[src/rtl/regfile_sb.sv]
// Scoreboarded register file: NRD combinational read ports with writeback bypass,
// per-register busy bits for destination reservation, and a registered busy count.
module regfile_sb #(
    parameter int DATA_W = 32,
    parameter int ADDR_W = 5,
    parameter int NRD    = 2
) (
    input  logic                  clk,
    input  logic                  rst,
    input  logic                  we,
    input  logic [ADDR_W-1:0]     waddr,
    input  logic [DATA_W-1:0]     wdata,
    input  logic [NRD-1:0]        re,
    input  logic [NRD*ADDR_W-1:0] raddr,
    output logic [NRD*DATA_W-1:0] rdata,
    output logic [NRD-1:0]        rvalid,
    input  logic                  rsv_en,
    input  logic [ADDR_W-1:0]     rsv_addr,
    output logic                  rsv_ok,
    input  logic                  flush,
    output logic [ADDR_W:0]       busy_cnt
);

    localparam int DEPTH = 1 << ADDR_W;

    logic [DATA_W-1:0] mem_q [DEPTH];
    logic [DATA_W-1:0] mem_d [DEPTH];
    logic [DEPTH-1:0]  busy_q;
    logic [DEPTH-1:0]  busy_d;
    logic [ADDR_W:0]   busy_cnt_q;
    logic [ADDR_W:0]   busy_cnt_d;
    logic              wr_hit;
    logic [ADDR_W-1:0] rd_addr;

    function automatic logic [ADDR_W:0] popcount(input logic [DEPTH-1:0] v);
        logic [ADDR_W:0] c;
        c = '0;
        for (int i = 0; i < DEPTH; i++) begin
            c = c + {{ADDR_W{1'b0}}, v[i]};
        end
        return c;
    endfunction

    assign wr_hit = we && (waddr != '0);

    // A same-cycle writeback to the target frees it, so the reservation can proceed.
    always_comb begin
        rsv_ok = rsv_en && !flush &&
                 ((rsv_addr == '0) || !busy_q[rsv_addr] || (we && (waddr == rsv_addr)));
    end

    always_comb begin
        mem_d = mem_q;
        if (wr_hit) begin
            mem_d[waddr] = wdata;
        end
    end

    // Writeback clears first, then reservation sets, so same-address collisions stay busy.
    always_comb begin
        busy_d = busy_q;
        if (wr_hit) begin
            busy_d[waddr] = 1'b0;
        end
        if (rsv_ok && (rsv_addr != '0)) begin
            busy_d[rsv_addr] = 1'b1;
        end
        if (flush) begin
            busy_d = '0;
        end
        busy_d[0] = 1'b0;
        busy_cnt_d = popcount(busy_d);
    end

    always_comb begin
        rdata   = '0;
        rvalid  = '0;
        rd_addr = '0;
        for (int k = 0; k < NRD; k++) begin
            rd_addr = raddr[k*ADDR_W +: ADDR_W];
            if (re[k]) begin
                if (rd_addr == '0) begin
                    rvalid[k] = 1'b1;
                end else if (we && (waddr == rd_addr)) begin
                    rdata[k*DATA_W +: DATA_W] = wdata;
                    rvalid[k]                 = 1'b1;
                end else begin
                    rdata[k*DATA_W +: DATA_W] = mem_q[rd_addr];
                    rvalid[k]                 = !busy_q[rd_addr];
                end
            end
        end
    end

    always_ff @(posedge clk or negedge rst) begin
        if (!rst) begin
            mem_q      <= '{default: '0};
            busy_q     <= '0;
            busy_cnt_q <= '0;
        end else begin
            mem_q      <= mem_d;
            busy_q     <= busy_d;
            busy_cnt_q <= busy_cnt_d;
        end
    end

    assign busy_cnt = busy_cnt_q;

endmodule

[config.mk]
export PLATFORM = sky130hd
export DESIGN_NAME = regfile_sb
export DESIGN_NICKNAME = d
export VERILOG_FILES = /design/src/rtl/regfile_sb.sv
export SDC_FILE = /design/constraint.sdc
export NUM_CORES = 2
export LEC_CHECK = 0
export BUFFER_PORTS_ARGS = -buffer_cell sky130_fd_sc_hd__buf_2
export CORE_MARGIN = 2
export CORE_UTILIZATION = 57
export DETAILED_ROUTE_END_ITERATION = 10
export PLACE_DENSITY_LB_ADDON = 0.2
export SYNTH_ARGS = -nofsm -noshare
export SYNTH_HDL_FRONTEND = slang
export SYNTH_SLANG_ARGS = --single-unit
[constraint.sdc]
create_clock -name clk -period 6.1 [get_ports clk]
set_clock_uncertainty 0.2 [all_clocks]
set_input_delay 0 -clock clk [delete_from_list [all_inputs] [get_ports clk]]
set_output_delay 0 -clock clk [all_outputs]
set_load 0.05 [all_outputs]
==> out/metrics.cfg <==
[floorplanning]
start_util_pct = 57.62
core_area_mm2 = 0.1003
rows = 116
fp.dieH_um = 322.4
io_pins = 132
die-area_mm2 = 0.1039
die_w_um = 322.4

[clocking]
clk_path_buf_depth = 3
clock_latency_ns = 0.70
clockRootBuffer = clkbuf_16
clock-sinks = 1061
cts_tree = yes
clkTransAtPathRegs_ns = 0.06
numCtsBuffers = 115
htree_levels = 3

[placed_design]
port_buffers = 131
gp_congestion = 0.9017
dpl.hpwl_mm = 91.90

[synth]
synth_top_cell_area_share_pct = 45.95
synth_compound_area_share_pct = 3.919
yosys.area_share.simple_pct = 2.432
synthMuxAreaShare_pct = 42.90
yosysMostFrequentCell = dfrtp_1
synth_fa_ha_area_share_pct = 0.9484
yosys-top-cells-count = dfrtp_1 (1061), mux2_2 (979), mux4_2 (570)
syn_inst = 3869
yosys_warnings = 0
ys.flop_type = dfrtp_1
ys_seq_area_share_pct = 45.95
synth_area_leader_cell = dfrtp_1
synthesis.nets = 3958
synth_cell_types = 64
synth_xor_area_share_pct = 0.2577
synth_edf_count = 0
synthTopCellsByArea = dfrtp_1 (46%), mux4_2 (22%), mux2_2 (19%), clkbuf_1 (1.9%), mux2i_1 (1.6%)
avgSynthCellArea_um2 = 14.94
ys_seq_elements = 1061
syn_area_mm2 = 0.05779
async_flop_share_pct = 100.0
synth_top_family_by_area = multiplexers

[sta]
fin_ws_ns = -0.4549
slew_headroom_pct = 27.67
drv_slew = 0
finalSetupTns_ns = -1.443
fin_crit_sh_pct = 107.5
finalHoldWorstSlack_ns = 0.1484
setup_violations = 5
min_period_ns = 6.555
fmax_mhz = 152.6
tightestPinTransition_ns = 1.085
finalHoldViolCount = 0
rsz0062_at_grt = true

[critical_path]
end_kind = flop
regToRegStartpoint = busy_q[19]
worstSetupPathType = flop to flop
cp-start-kind = flop
crit_arrival_ns = 6.97
required_ns = 6.52
crit_path_max_fanout = 8
critical_path.startpoint = busy_q[19]

[route]
drtIter0Drc = 4252
drc = 0
first_pass_iters = 6
routed_wl_mm = 174.0
num_vias = 37500
antenna_left = 0
via_per_inst = 6.989
wire_per_inst_um = 32.43

[power]
power.density_mw_per_mm2 = 323.7
p_leak_nw = 28.24
ir_drop_uv = 236.4
power_w = 0.02097

[run]
cap_violations = 0

[final_layout]
drive_above_1_share_pct = 52.58
syn_to_final_growth_pct = 12.09
fin_nets = 4000

[global_route]
use_met1_pct = 48.01
first_global_vias = 38130
grt_max_degree = 173
antenna_found_initial = 4
top_usage_layer = met2
use_met3_pct = 6.706
grt.overflow.total = 0
grt_pass1_wl_mm = 258.2
met2_usage_pct = 53.93
gr-usage-all-layers_pct = 34.33

[hold_path]
hp-class = input pin to flop
hold_start = rsv_addr[2]

[status]
status = complete, but fails checks
violations = negative setup slack

cell usage in the layout, fill, tap and decap left out, types with 10 or more instances in the layout:
cell type / instances
a21oi_1: 29
a221oi_1: 24
a22oi_1: 12
and3_1: 11
buf_12: 11
buf_2: 123
buf_4: 159
bufinv_16: 16
clkbuf_1: 20
clkbuf_16: 118
clkbuf_8: 28
clkinv_2: 18
dfrtp_1: 1061
dlygate4sd3_1: 61
fa_1: 21
inv_1: 31
mux2_2: 979
mux2i_1: 93
mux4_2: 570
nand2_1: 140
nand2_4: 11
nand3_1: 22
nor2_1: 62
nor2_4: 18
o211ai_1: 38
o21ai_0: 64
o22ai_1: 82
o32ai_1: 10
area by class of cell:
type / count / area (um2)
fill: 7226 / 35520
multi-input combinational: 2337 / 29550
sequential: 1061 / 26550
clock buffer: 166 / 3413
timing repair buffer: 360 / 2743
tap: 1357 / 1698
clock inverter: 47 / 680.7
inverter: 36 / 137.6
antenna: 1 / 2.502
where the power goes:
group / switching [W] / internal, W / leakage [nW]
Sequential: 0.000892 / 0.00834 / 13.6
Clock: 0.00296 / 0.00454 / 2.00
Combinational: 0.00175 / 0.00249 / 12.6
Total: 0.00560 / 0.0154 / 28.2
critical path: stages, from the launching register on:
cell and delay [ns]:
dfrtp_1 0.39, mux4_2 0.50, a22oi_2 0.20, nand4b_1 0.14, a211o_4 0.41, o32a_1 0.34, fa_1 0.51, fa_1 0.50
inv_1 0.05, fa_1 0.54, inv_2 0.05, fa_1 0.51, fa_1 0.43, fa_1 0.51, inv_2 0.04, fa_2 0.36
fa_2 0.35, a21o_1 0.17, a21oi_2 0.14, xnor2_1 0.13
flip-flops by register name, indices dropped and copies added (netlist names):
signal    count
busy_cnt      6
busy_q       31
mem_q      1024
stage by stage:
step                      std cells  cell area, um2  util, %  worst slack, ns
after floorplan                3869           57840        -         -0.07530
after global placement         5087           59940    59.76          -0.4158
after detailed placement       5087           59940    59.76          -0.5006
after CTS                      5362           64700    64.51          -0.4446
after global routing           5365           64770    64.59          -0.5833
final                          5365           64770    64.59          -0.4549
layer usage:
layer,part of all wire [%],wire length (um)
met5,0.012,21
met1,40,69210
met2,47,82250
met4,4.2,7303
met3,8.7,15220
logic make-up after synthesis:
kind of cell / count (synthesis)
AO/OA/AOI/OAI: 329
XOR/XNOR: 17
adder cells (fa/ha/maj): 30
buffers and inverters: 471
flip-flops: 1061
multiplexers: 1642
AND/OR/NAND/NOR: 319
final timing paths:
path,to,slack (ns),cells past startpoint
worst max-delay path,busy_cnt[4],-0.45,19
worst min-delay path,busy_q[20],0.15,8
worst max register to register,busy_cnt[4],-0.45,19
worst min register to register,mem_q[1020],0.19,0
max in group asynchronous,mem_q[944],4.36,4
min in group asynchronous,mem_q[865],0.40,4
what timing repair did:
action                                   CTS  global route
setup buffers                              0             2
endpoints found under the hold margin   2084             0
endpoints found under the setup margin     5             5
gates resized for setup                    5             9
hold buffers                              62             0
pin swaps                                  0             3
Power figures use the tool's default switching activity.
